**config.mk**
```make
export PLATFORM = sky130hd
export DESIGN_NAME = mem_wb_stage_flat
export DESIGN_NICKNAME = d
export VERILOG_FILES = /design/src/rtl/mem_wb_stage_if.sv /design/src/rtl/mem_wb_stage.sv /design/src/flat_wrapper.sv
export SDC_FILE = /design/constraint.sdc
export NUM_CORES = 1
export LEC_CHECK = 0
export CORE_MARGIN = 3
export CORE_UTILIZATION = 49
export CTS_CLUSTER_SIZE = 25
export DETAILED_ROUTE_END_ITERATION = 6
export HOLD_SLACK_MARGIN = 0.06
export PLACE_DENSITY = 0.91
export SYNTH_ARGS = -nofsm -noshare
export SYNTH_HDL_FRONTEND = slang
export SYNTH_SLANG_ARGS = --single-unit
```
**constraint.sdc**
```tcl
create_clock -name clk -period 2.5 [get_ports clk]
set_clock_uncertainty 0.2 [all_clocks]
set_input_delay 0.5 -clock clk [delete_from_list [all_inputs] [get_ports clk]]
set_output_delay 0.5 -clock clk [all_outputs]
set_load 0.03 [all_outputs]
```
**src/rtl/mem_wb_stage_if.sv**
```systemverilog
// rtl/mem_wb_stage_if.sv - MEM/WB bundle with valid/ready handshake on both sides of the stage
interface mem_wb_stage_if #(
  parameter int XLEN = 32
);
  logic            valid_in;
  logic            ready_out;
  logic            reg_write_in;
  logic [1:0]      mem_reg_in;
  logic [XLEN-1:0] alu_res_in;
  logic [XLEN-1:0] next_sel_addr_in;
  logic [XLEN-1:0] wrap_load_in;
  logic [XLEN-1:0] instruction_in;
  logic [XLEN-1:0] pre_address_in;

  logic            valid_out;
  logic            ready_in;
  logic            reg_write_out;
  logic [1:0]      mem_reg_out;
  logic [XLEN-1:0] alu_res_out;
  logic [XLEN-1:0] next_sel_addr_out;
  logic [XLEN-1:0] wrap_load_out;
  logic [XLEN-1:0] instruction_out;
  logic [XLEN-1:0] pre_address_out;

  modport slave (
    input  valid_in, reg_write_in, mem_reg_in, alu_res_in, next_sel_addr_in,
           wrap_load_in, instruction_in, pre_address_in, ready_in,
    output ready_out, valid_out, reg_write_out, mem_reg_out, alu_res_out,
           next_sel_addr_out, wrap_load_out, instruction_out, pre_address_out
  );

  modport master (
    output valid_in, reg_write_in, mem_reg_in, alu_res_in, next_sel_addr_in,
           wrap_load_in, instruction_in, pre_address_in, ready_in,
    input  ready_out, valid_out, reg_write_out, mem_reg_out, alu_res_out,
           next_sel_addr_out, wrap_load_out, instruction_out, pre_address_out
  );
endinterface

```
**src/rtl/mem_wb_stage.sv**
```systemverilog
// rtl/mem_wb_stage.sv - MEM/WB pipeline stage with valid/ready, optional skid entry, flush and retire count
module mem_wb_stage #(
  parameter int              XLEN     = 32,
  parameter int              SKID     = 1,
  parameter int              CNT_W    = 64,
  parameter logic [XLEN-1:0] NOP_INSN = XLEN'(32'h0000_0013)
) (
  input  logic             clk,
  input  logic             rst,
  input  logic             flush,
  mem_wb_stage_if.slave    bus,
  output logic [CNT_W-1:0] retired_cnt
);

  typedef struct packed {
    logic            reg_write;
    logic [1:0]      mem_reg;
    logic [XLEN-1:0] alu_res;
    logic [XLEN-1:0] next_sel_addr;
    logic [XLEN-1:0] wrap_load;
    logic [XLEN-1:0] instruction;
    logic [XLEN-1:0] pre_address;
  } bundle_t;

  localparam bundle_t BUBBLE = '{
    reg_write:     1'b0,
    mem_reg:       2'b00,
    alu_res:       '0,
    next_sel_addr: '0,
    wrap_load:     '0,
    instruction:   NOP_INSN,
    pre_address:   '0
  };

  typedef enum logic [1:0] {ST_EMPTY, ST_MAIN, ST_FULL} state_t;
  typedef enum logic [1:0] {SEL_KEEP, SEL_IN, SEL_SKID, SEL_BUBBLE} sel_t;

  state_t  state;
  state_t  state_d;
  sel_t    main_sel;
  logic    skid_load;
  logic    ready_q;
  logic    accept;
  logic    xfer;
  bundle_t main_q;
  bundle_t skid_q;
  bundle_t in_b;

  assign in_b = '{
    reg_write:     bus.reg_write_in,
    mem_reg:       bus.mem_reg_in,
    alu_res:       bus.alu_res_in,
    next_sel_addr: bus.next_sel_addr_in,
    wrap_load:     bus.wrap_load_in,
    instruction:   bus.instruction_in,
    pre_address:   bus.pre_address_in
  };

  assign bus.valid_out = (state != ST_EMPTY);
  // With a skid entry the ready is a flop so the upstream path stays short.
  assign bus.ready_out = (SKID != 0) ? ready_q : ((state == ST_EMPTY) || bus.ready_in);

  assign accept = bus.valid_in && bus.ready_out;
  assign xfer   = bus.valid_out && bus.ready_in;

  always_comb begin
    state_d   = state;
    main_sel  = SEL_KEEP;
    skid_load = 1'b0;
    case (state)
      ST_EMPTY: begin
        if (accept) begin
          main_sel = SEL_IN;
          state_d  = ST_MAIN;
        end
      end
      ST_MAIN: begin
        if (accept && xfer) begin
          main_sel = SEL_IN;
        end else if (accept && (SKID != 0)) begin
          skid_load = 1'b1;
          state_d   = ST_FULL;
        end else if (xfer) begin
          main_sel = SEL_BUBBLE;
          state_d  = ST_EMPTY;
        end
      end
      ST_FULL: begin
        if (xfer) begin
          main_sel = SEL_SKID;
          state_d  = ST_MAIN;
        end
      end
      default: begin
        main_sel = SEL_BUBBLE;
        state_d  = ST_EMPTY;
      end
    endcase
    // A beat accepted in the flush cycle is swallowed; the handshake itself is untouched.
    if (flush) begin
      state_d   = ST_EMPTY;
      main_sel  = SEL_BUBBLE;
      skid_load = 1'b0;
    end
  end

  always_ff @(posedge clk) begin
    if (rst) begin
      state       <= ST_EMPTY;
      ready_q     <= 1'b1;
      main_q      <= BUBBLE;
      skid_q      <= BUBBLE;
      retired_cnt <= '0;
    end else begin
      state   <= state_d;
      ready_q <= (state_d != ST_FULL);
      case (main_sel)
        SEL_IN:     main_q <= in_b;
        SEL_SKID:   main_q <= skid_q;
        SEL_BUBBLE: main_q <= BUBBLE;
        default:    main_q <= main_q;
      endcase
      if (skid_load) begin
        skid_q <= in_b;
      end
      if (xfer) begin
        retired_cnt <= retired_cnt + CNT_W'(1);
      end
    end
  end

  assign bus.reg_write_out     = main_q.reg_write;
  assign bus.mem_reg_out       = main_q.mem_reg;
  assign bus.alu_res_out       = main_q.alu_res;
  assign bus.next_sel_addr_out = main_q.next_sel_addr;
  assign bus.wrap_load_out     = main_q.wrap_load;
  assign bus.instruction_out   = main_q.instruction;
  assign bus.pre_address_out   = main_q.pre_address;

endmodule
```
**src/flat_wrapper.sv**
```systemverilog
// flat-port wrapper written by rule: the top's interface ports become plain ports
module mem_wb_stage_flat 
#(
  parameter int              XLEN     = 32,
  parameter int              SKID     = 1,
  parameter int              CNT_W    = 64,
  parameter logic [XLEN-1:0] NOP_INSN = XLEN'(32'h0000_0013)
)
  (clk, rst, flush, retired_cnt, bus_valid_in, bus_reg_write_in, bus_mem_reg_in, bus_alu_res_in, bus_next_sel_addr_in, bus_wrap_load_in, bus_instruction_in, bus_pre_address_in, bus_ready_in, bus_ready_out, bus_valid_out, bus_reg_write_out, bus_mem_reg_out, bus_alu_res_out, bus_next_sel_addr_out, bus_wrap_load_out, bus_instruction_out, bus_pre_address_out);
  mem_wb_stage_if #(.XLEN(XLEN)) bus_i ();
  input  logic clk;
  input  logic rst;
  input  logic flush;
  output logic [CNT_W-1:0] retired_cnt;
  input wire logic [$bits(bus_i.valid_in)-1:0] bus_valid_in;
  input wire logic [$bits(bus_i.reg_write_in)-1:0] bus_reg_write_in;
  input wire logic [$bits(bus_i.mem_reg_in)-1:0] bus_mem_reg_in;
  input wire logic [$bits(bus_i.alu_res_in)-1:0] bus_alu_res_in;
  input wire logic [$bits(bus_i.next_sel_addr_in)-1:0] bus_next_sel_addr_in;
  input wire logic [$bits(bus_i.wrap_load_in)-1:0] bus_wrap_load_in;
  input wire logic [$bits(bus_i.instruction_in)-1:0] bus_instruction_in;
  input wire logic [$bits(bus_i.pre_address_in)-1:0] bus_pre_address_in;
  input wire logic [$bits(bus_i.ready_in)-1:0] bus_ready_in;
  output wire logic [$bits(bus_i.ready_out)-1:0] bus_ready_out;
  output wire logic [$bits(bus_i.valid_out)-1:0] bus_valid_out;
  output wire logic [$bits(bus_i.reg_write_out)-1:0] bus_reg_write_out;
  output wire logic [$bits(bus_i.mem_reg_out)-1:0] bus_mem_reg_out;
  output wire logic [$bits(bus_i.alu_res_out)-1:0] bus_alu_res_out;
  output wire logic [$bits(bus_i.next_sel_addr_out)-1:0] bus_next_sel_addr_out;
  output wire logic [$bits(bus_i.wrap_load_out)-1:0] bus_wrap_load_out;
  output wire logic [$bits(bus_i.instruction_out)-1:0] bus_instruction_out;
  output wire logic [$bits(bus_i.pre_address_out)-1:0] bus_pre_address_out;
  assign bus_i.valid_in = bus_valid_in;
  assign bus_i.reg_write_in = bus_reg_write_in;
  assign bus_i.mem_reg_in = bus_mem_reg_in;
  assign bus_i.alu_res_in = bus_alu_res_in;
  assign bus_i.next_sel_addr_in = bus_next_sel_addr_in;
  assign bus_i.wrap_load_in = bus_wrap_load_in;
  assign bus_i.instruction_in = bus_instruction_in;
  assign bus_i.pre_address_in = bus_pre_address_in;
  assign bus_i.ready_in = bus_ready_in;
  assign bus_ready_out = bus_i.ready_out;
  assign bus_valid_out = bus_i.valid_out;
  assign bus_reg_write_out = bus_i.reg_write_out;
  assign bus_mem_reg_out = bus_i.mem_reg_out;
  assign bus_alu_res_out = bus_i.alu_res_out;
  assign bus_next_sel_addr_out = bus_i.next_sel_addr_out;
  assign bus_wrap_load_out = bus_i.wrap_load_out;
  assign bus_instruction_out = bus_i.instruction_out;
  assign bus_pre_address_out = bus_i.pre_address_out;
  mem_wb_stage #(.XLEN(XLEN), .SKID(SKID), .CNT_W(CNT_W), .NOP_INSN(NOP_INSN)) u_core (.clk(clk), .rst(rst), .flush(flush), .bus(bus_i), .retired_cnt(retired_cnt));
endmodule
```
Yosys cells after proc, flatten, opt, wreduce, memory -nomap -nowiden
Cells that the tools add are included.
{ "word_totals": {"regBits": 393, "latch_bits": 0, "ramBits": 0, "mem_bits_ro": 0, "in_bits": 168, "out_inout_bits": 229, "n_memories": 0} }
{ "classes": {"addsub": 1, "mul": 0, "div_mod_pow": 0, "order_cmp": 0, "eq_ne": 6, "shift": 0, "mux": 19, "bitwise_logic": 0, "reduce_logical": 6} }
{ "op_table": {"columns": ["op", "n"], "rows": [
  ["$pmux 163 s3", 1],
  ["$add 64x1->64 const B", 1],
  ["$mux 2", 11],
  ["$pmux 2 s3", 2],
  ["$eq 2x2->1 const B", 3],
  ["$mux 1", 5],
  ["$eq 2x1->1 const B", 2],
  ["$logic_and 1x1->1", 3],
  ["$reduce_bool 3->1", 1],
  ["$logic_not 2->1", 1],
  ["$ne 2x2->1 const B", 1],
  ["$reduce_bool 2->1", 1]
]} }

Logic depth before layout (Yosys ltp)
Gate-level depths: netlist of the first run.
{ "logic_depth": {"ltp_word": 9, "ltp_mapped": 8} }

Least setup slack after synthesis of the first run
No wires, ideal clock.
{ "synth_timing": {"path_kind": "register to register", "from": "register u_core.retired_cnt[0]", "to": "register u_core.retired_cnt[42]", "t_arrival_ps": 2204, "t_required_ps": 2230, "slack_ps": 26, "path_stages_with_launch": 8, "synth_period_minus_slack_ps": 2474, "path_cell_list": "dfxtp_1 -> ha_1 -> o211ai_1 -> nor4_1 -> nand3_1 -> clkbuf_1 -> or4_1 -> a21oi_1"} }
{ "synth_between": {"elab_chain_len": 1} }
{ "synth_rtl": {"columns": ["element", "line_no", "text"], "rows": [
  ["start: declaration", "mem_wb_stage.sv:12", "output logic [CNT_W-1:0] retired_cnt"],
  ["start signal: assignment", "mem_wb_stage.sv:127", "retired_cnt <= retired_cnt + CNT_W'(1);"],
  ["$add 64x1->64", "mem_wb_stage.sv:127", null]
]} }
No other way between the ends.
A chain may end at the register's enable or synchronous reset.

Worst setup path after layout of the first run
{ "layout_timing": {"from": "register u_core.retired_cnt[38]", "to": "output retired_cnt[38]"} }
{ "layout_lines": {"columns": ["element", "line_no", "text"], "rows": [
  ["end: declaration", "flat_wrapper.sv:14", "output logic [CNT_W-1:0] retired_cnt;"]
]} }
No word-level cell between the ends.

==> results of run 1 <==
-- flip-flops by register name, summed over array words and instances, names as in the netlist --
name                          cells
u_core.retired_cnt               64
u_core.bus.wrap_load_out         32
u_core.bus.alu_res_out           32
u_core.bus.mem_reg_out            2
u_core.bus.next_sel_addr_out     32
u_core.bus.reg_write_out          1
u_core.bus.pre_address_out       32
u_core.state                      2
u_core.bus.ready_out              1
u_core.bus.instruction_out       32
u_core.skid_q                   163
-- logic make-up (layout without fill, tap and decap cells) --
kind of cell    count (synthesis)  count (layout)  share of synthesized area (%)
buf+inv                       135             603                           3.49
xor+xnor                       36              36                           2.07
flops                         393             393                           51.6
simple gates                  681             681                           19.0
compound gates                386             386                           13.0
fa+ha+maj                       1               1                         0.0820
mux                           165             165                           10.9
-- area by class of cell --
type	count	area share (%)
repair buffers	519	24.4
inverters	13	0.222
clock buffers	61	5.46
well taps	390	2.22
clock inverters	10	0.455
multi-input cells	1269	31.5
flip-flops and latches	393	35.8
-- repair_timing --
action	CTS	global route
endpoints found under the hold margin	2	0
hold buffers	1	0
buffers inserted	0	2
endpoints found under the setup margin	16	16
resized for setup	2	8
pin swaps	1	3
-- final timing paths --
check                                        end  depth (start not counted)  slack, ns                           startpoint
max                              retired_cnt[38]                          1       0.04  u_core.retired_cnt[38]$_SDFFE_PP0P_
min              u_core.skid_q[128]$_SDFFE_PP0P_                          2       0.25      u_core.skid_q[128]$_SDFFE_PP0P_
max reg2reg  u_core.retired_cnt[50]$_SDFFE_PP0P_                          9       0.07   u_core.retired_cnt[1]$_SDFFE_PP0P_
min reg2reg      u_core.skid_q[128]$_SDFFE_PP0P_                          2       0.25      u_core.skid_q[128]$_SDFFE_PP0P_
-- cells in the mapped netlist, types with 5 or more instances --
cell      count
and3_1        5
nor4_1        9
clkbuf_1    103
nor2_1       51
buf_2        18
nand4_1      30
or4_1        10
o31ai_1       8
nand2_1     512
nand3_1      22
or3_1        19
nor3_1        7
inv_1        13
xor2_1       20
xnor2_1      16
a21oi_1     188
o21ai_0     181
mux2i_1     160
dfxtp_1     393
mux2_2        5
-- power by group --
| part | switching [mW] | internal, mW | leakage, nW |
|---|---|---|---|
| clock | 2.38 | 3.51 | 0.649 |
| combinational | 0.683 | 0.635 | 4.28 |
| sequential | 0.0698 | 6.37 | 3.18 |
-- per-layer routing --
layer / wire length, um / track usage (%) / part of all wire, % / vias up
met3: 4690 / 7.28 / 9.0 / 183
met5: 0 / 0 / 0 / -
met4: 2450 / 12.5 / 4.7 / 0
met2: 26200 / 52.8 / 50 / 825
li1: - / - / - / 6967
met1: 18700 / 34.0 / 36 / 7403
-- through the flow --
stage | worst slack [ns] | hold slack [ns]
floorplan | 0.0259 | 0.232
global placement | -0.302 | 0.241
detailed placement | -0.415 | 0.247
CTS | 0.0260 | 0.255
global route | 0.00633 | 0.275
finish | 0.0402 | 0.255
==> run summary, run 1 <==
The run finished with clean final reports. Among all stages on the critical path, the largest delay is contributed by clkdlybuf4s50_1. On the critical path the largest part of the delay comes from buffers and inverters. The number of synthesized register bits works out to 393.

STA classifies the critical path endpoint as a primary output. The type of origin of the critical path is a flop. Setup repair after global routing left no endpoint under its margin. The clock sink count is 393, and the number of global-route vias before repair is 15600.

The normalized max-slew margin came out at 27.5%. The number of input and output port buffers inserted came out at 396. The critical path's largest stage delay is 0.74 ns. In this run the power density over the cells is 621 nW/um^2.

In this run the mean area of a mapped cell was 8.49 sq um. Timing would allow up to 407 MHz. The netlist uses 38 different library cells.

The die covers 33300 sq um. Fill cells in the final layout number 1886. Synthesis produced a netlist whose cell count is 1797.

From left edge to right edge, the die measures 182 um. Yosys printed 0 warnings. The number of flops mapped to enable cells by yosys was 0. The routed design could run at a clock period as short as 2.46 ns.

Share of the clock period used by the worst path after layout: 98.4%. For the first-pass GRT wire length, the log shows 82100 um. In this run the static leakage power is 8.11 nW. The leading area contributor after synthesis was dfxtp_1. Wires add up to 52100 um. The layout cell share with drive strength beyond 1 was 9.18%.

Setup violations remaining at the end of the flow were counted as 0. The total instance count after detailed placement was 2581; the share of flip-flops with an asynchronous set or reset was 0%. Area share of the leading cell type in the synthesized netlist: 51.6%. TritonCTS built the clock tree. The die is 182 um tall.

The count of standard-cell rows is 63, and the worst IR drop on VDD is 0.573 mV. The maximum fanout along the worst path is 7. Excluding fillers, the count of instances in the completed layout stands at 2655.

For the worst setup path, the data required time is 1.80 ns. The share of the yosys chip area belonging to registers came out at 51.6%. The initial antenna violation count is 0, and the clock-pin slew on the worst setup and hold paths is 0.07 ns. Sorting the synthesized cells by area gives the leading types as dfxtp_1 52%, nand2_1 13%, mux2i_1 10%.

The synthesized net count was 1966; the total count of max-transition violations in the final report was 0. By startpoint and endpoint, the worst setup path is classified as reg -> out. In the routed design, unresolved DRC markers number 0.

The logs give 0.50 ns for the source-to-sink clock delay at the later pin of the worst-skew pair and 0 for the max-capacitance violation count. For this block, the initial DRC count from the detailed router was 1175. After detailed routing, the number of vias per cell comes to 5.79.

The tools report the final standard cell area without fillers as 22000 sq um. The pre-antenna-repair detailed-routing pass consisted of 5 iterations. The routed layout has 15400 vias. The global route total overflow came out at 0. The placer's final routability congestion estimate came out at 0.905.

The clock passes through at most 3 buffers. For the total I/O pin count, the log shows 397. Once detail routing completed, the nets flagged for antenna violations numbered 0.

In the layout the commonest cells are 510 x nand2_1, 392 x clkdlybuf4s50_1, 390 x dfxtp_1. Summed over all nets, the half-perimeter wirelength after detailed placement is 35800 um. The critical path goes through clkdlybuf4s50_1. Area occupied by multi-input gates: 6930 sq um.

Leaving out fill and tap cells, the most frequent cell in the layout is nand2_1. Placed standard-cell area: 20600 sq um. The repair_antennas step left the layout with diodes totalling 0. The total standard cell area after synthesis was 15300 sq um. The root buffer cell chosen for the clock tree is clkbuf_16. The area of all sequential standard cells was 7870 sq um; the initial core utilization was 50.5%. The maximum number of pins on one net before global-route repair is 134. In this run the worst hold path is classified as reg -> reg.

The arrival time at the worst endpoint is 1.76 ns, and the final routed wire length divided by cell count is 19.6 um. The most used flip-flop cell after synthesis is dfxtp_1. The count of buffer and inverter cells on the critical path works out to 1. In this run the standard cell core region covers 30200 sq um.

Across every metal layer, demand over resource in global routing totals 29.7%. Total number of nets in the final design: 2405. For the final routed database, the setup TNS stands at 0 ns.

For the final-report hold violation count, the log shows 0. The total power was 13.7 mW. CTS built an H-tree with a depth of 2. Relative to the synthesized area, the layout overhead comes to 44.2%. At the pin with the least slew margin, the transition time is 1.09 ns.

The logs give 72.9% for the final standard cell utilization of the core and 40 for the number of buffers created by CTS.
Power figures use the tool's default switching activity.
==> run 2, diff against run 1 <==
--- a/config.mk
+++ b/config.mk
@@ -5,11 +5,13 @@
 export SDC_FILE = /design/constraint.sdc
 export NUM_CORES = 1
 export LEC_CHECK = 0
+export CORE_ASPECT_RATIO = 0.7
 export CORE_MARGIN = 3
 export CORE_UTILIZATION = 49
 export CTS_CLUSTER_SIZE = 25
 export DETAILED_ROUTE_END_ITERATION = 6
 export HOLD_SLACK_MARGIN = 0.06
+export MAX_ROUTING_LAYER = met4
 export PLACE_DENSITY = 0.91
 export SYNTH_ARGS = -nofsm -noshare
 export SYNTH_HDL_FRONTEND = slang
==> run summary, run 2 (synthesized netlist as in run 1, its figures left out) <==
The critical path's largest stage delay was 0.67 ns; the placer's final routability congestion estimate was 0.904. For this design the static power due to leakage is 8.01 nW. Setup violations remaining at the end of the flow were counted as 0.

In this run the horizontal extent of the chip is 217 um. The tools report the end point of the worst hold path as u_core.retired_cnt[6]$_SDFFE_PP0P_. Wires add up to 51500 um. Across all layers, the routed design uses 15100 vias.

Hold is met by 0.103 ns. The first global-routing pass estimated 80700 um of wire. Dividing the detail-routed via count by the number of cells gives 5.72. The setup TNS is 0 ns, and the growth of design area from synthesis to finish is 42.1%.

Setup repair after global routing could not meet its margin everywhere. After filler insertion, the fill cell instance count of the layout stands at 2013. The share of the clock period used by the worst path after layout works out to 98.1%. The logs give 4 for the number of design rule violations left after detail routing and 3 for the initial antenna violation count. Once routing completed, OpenROAD measured the worst setup slack at 0.0477 ns. Before antenna repair, the detailed router went through 7 iterations.

Detailed placement finished with a half-perimeter wire length of 34300 um. The logs give 393 for the clock sink count and 0.08 ns for the worst setup slack for register-to-register paths. Entering global routing, the biggest net connects 145 pins. For the worst setup path, the data required time is 1.80 ns. Once the floorplan was initialized, standard cells occupied 50.2% of the core.

In this run the count of I/O pins placed on the die edge is 397. The worst register-to-register path ends at u_core.retired_cnt[47]$_SDFFE_PP0P_. The library cell used as clock root buffer is clkbuf_16. Clock latency on the worst-skew pair, taken at its later pin, is 0.52 ns. In this run the critical register-to-register path is launched from u_core.retired_cnt[14]$_SDFFE_PP0P_.

In the layout the commonest cells are 510 x nand2_1, 392 x dfxtp_1, 385 x clkdlybuf4s50_1. The die covers 33300 sq um. The number of gates on the worst path with buffers counted was 2; the count of standard-cell rows was 53. The core region is 30400 sq um. The worst slack after detailed placement came out at -0.314 ns. Broken down by cell family, the worst path's largest delay share belongs to buffers and inverters. In this run the vertical extent of the chip is 154 um.

The total number of nets in the final design came out at 2373. The flow ran to the end, but the final reports show violations. The tools report the start point of the worst hold path as rst. Based on the critical path, the design can be clocked at up to 408 MHz.

The arrival time at the worst endpoint came out at 1.75 ns. Clock-pin slew was measured on the worst setup and hold paths at 0.06 ns. In this run the worst setup path begins at u_core.retired_cnt[15]$_SDFFE_PP0P_. After the flow finishes, the layout carries non-filler instances totaling 2647. Once layout is complete, the utilization of the core stands at 71.4%.

The number of instances on the worst hold path was 2; the final antenna-violating net count was 0. The number of buffers on the longest clock path was 3. Of the cells placed in the final design, the portion with a size suffix greater than 1 is 8.02%.

Dividing total power by cell area gives a power density of 636 nW/um^2. Counting cells, the worst reg-to-reg path comes to 8. The global route total overflow came out at 0. Class of the worst hold path: in -> reg. The run gives 0 as the final-report hold violation count. The type of origin of the critical path is a flop. Leaving out fill and tap cells, the most frequent cell in the layout is nand2_1. The worst IR drop on VDD came out at 0.569 mV.

TritonCTS built the clock tree. The cell type of the slowest stage on the worst timing path was clkdlybuf4s50_1. Together, buffers and inverters on the worst path number 2. The normalized max-slew margin is 50.2%, and the final routed wire length divided by cell count is 19.5 um.

The number of buffers created by CTS was 38. The final reports fail on design-rule violations. The total count of max-transition violations in the final report came out at 0. The largest registers in the layout are u_core.skid_q x163, u_core.retired_cnt x64. The signal on the critical path passes through buf_4 > clkdlybuf4s50_1. In this run, the number of DRC markers left after iteration 0 of detailed routing was 1543. The minimum clock period was 2.45 ns; the total routing usage reported by global routing was 30.3%.

The max-capacitance violation count came out at 0. u_core.skid_q holds more flip-flops than any other register. Slew of the pin with the lowest slew margin: 0.746 ns. Including well taps, the total number of placed cells is 2575.

The number of flip-flops under the largest register name works out to 163. H-tree depth: 2. The maximum fanout along the worst path is 2.

The number of input and output port buffers inserted is 396, and the number of global-route vias before repair is 15000. The worst setup path is captured at a primary output. The worst setup path category was reg -> out.
==> run 2: cell count changes in the layout (fill, tap and decap cells not counted), moves of 3 or more <==
cell / change
clkdlybuf4s50_1: -7
buf_12: -12
dlymetal6s2s_1: +6
clkbuf_1: -5
clkinv_2: -3
buf_4: -17
diode_2: +3
==> run 2: where the power goes <==
| part | switching, mW | leakage (nW) | internal (mW) |
|---|---|---|---|
| Clock | 2.46 | 0.657 | 3.62 |
| Combinational | 0.668 | 4.17 | 0.601 |
| Sequential | 0.0673 | 3.18 | 6.37 |
==> run 2: how the worst max path moves through the flow <==
stage | endpoint | slack, ns
floorplan | u_core.retired_cnt[42]$_SDFFE_PP0P_ | 0.03
global placement | u_core.retired_cnt[58]$_SDFFE_PP0P_ | -0.24
detailed placement | u_core.retired_cnt[47]$_SDFFE_PP0P_ | -0.31
CTS | retired_cnt[18] | 0.003
global route | u_core.retired_cnt[51]$_SDFFE_PP0P_ | -0.06
finish | retired_cnt[15] | 0.05
==> run 2: final cells by class <==
class / count / area, sq um / area share (%)
multi-input cells: 1269 / 6910 / 31.9
diodes: 3 / 7.51 / 0.0346
flip-flops and latches: 393 / 7870 / 36.3
well taps: 412 / 515 / 2.38
clock buffers: 57 / 1200 / 5.52
inverters: 13 / 48.8 / 0.225
clock inverters: 11 / 139 / 0.641
repair buffers: 489 / 4990 / 23.0
==> run 2: metal layers <==
layer / global-route usage (%) / wire length, um / vias to the layer above
met5: - / 0 / -
met4: 11.1 / 2060 / 0
li1: - / - / 6894
met2: 50.0 / 24800 / 842
met3: 6.36 / 4370 / 166
met1: 37.0 / 20200 / 7238
==> run 2: repair_timing <==
item | in CTS | in global routing
hold buffers | 0 | 0
cloned | 0 | 0
setup endpoints to repair | 2 | 18
pin swaps | 0 | 1
gates resized for setup | 2 | 11
setup buffers | 0 | 1
==> run 2: through the flow <==
stage               power (mW)  area (sq um)
finish                    13.8         21700
floorplan                 7.11         15300
global placement          7.79         20300
global route              14.1         21700
detailed placement        7.82         20300
CTS                       13.8         21600
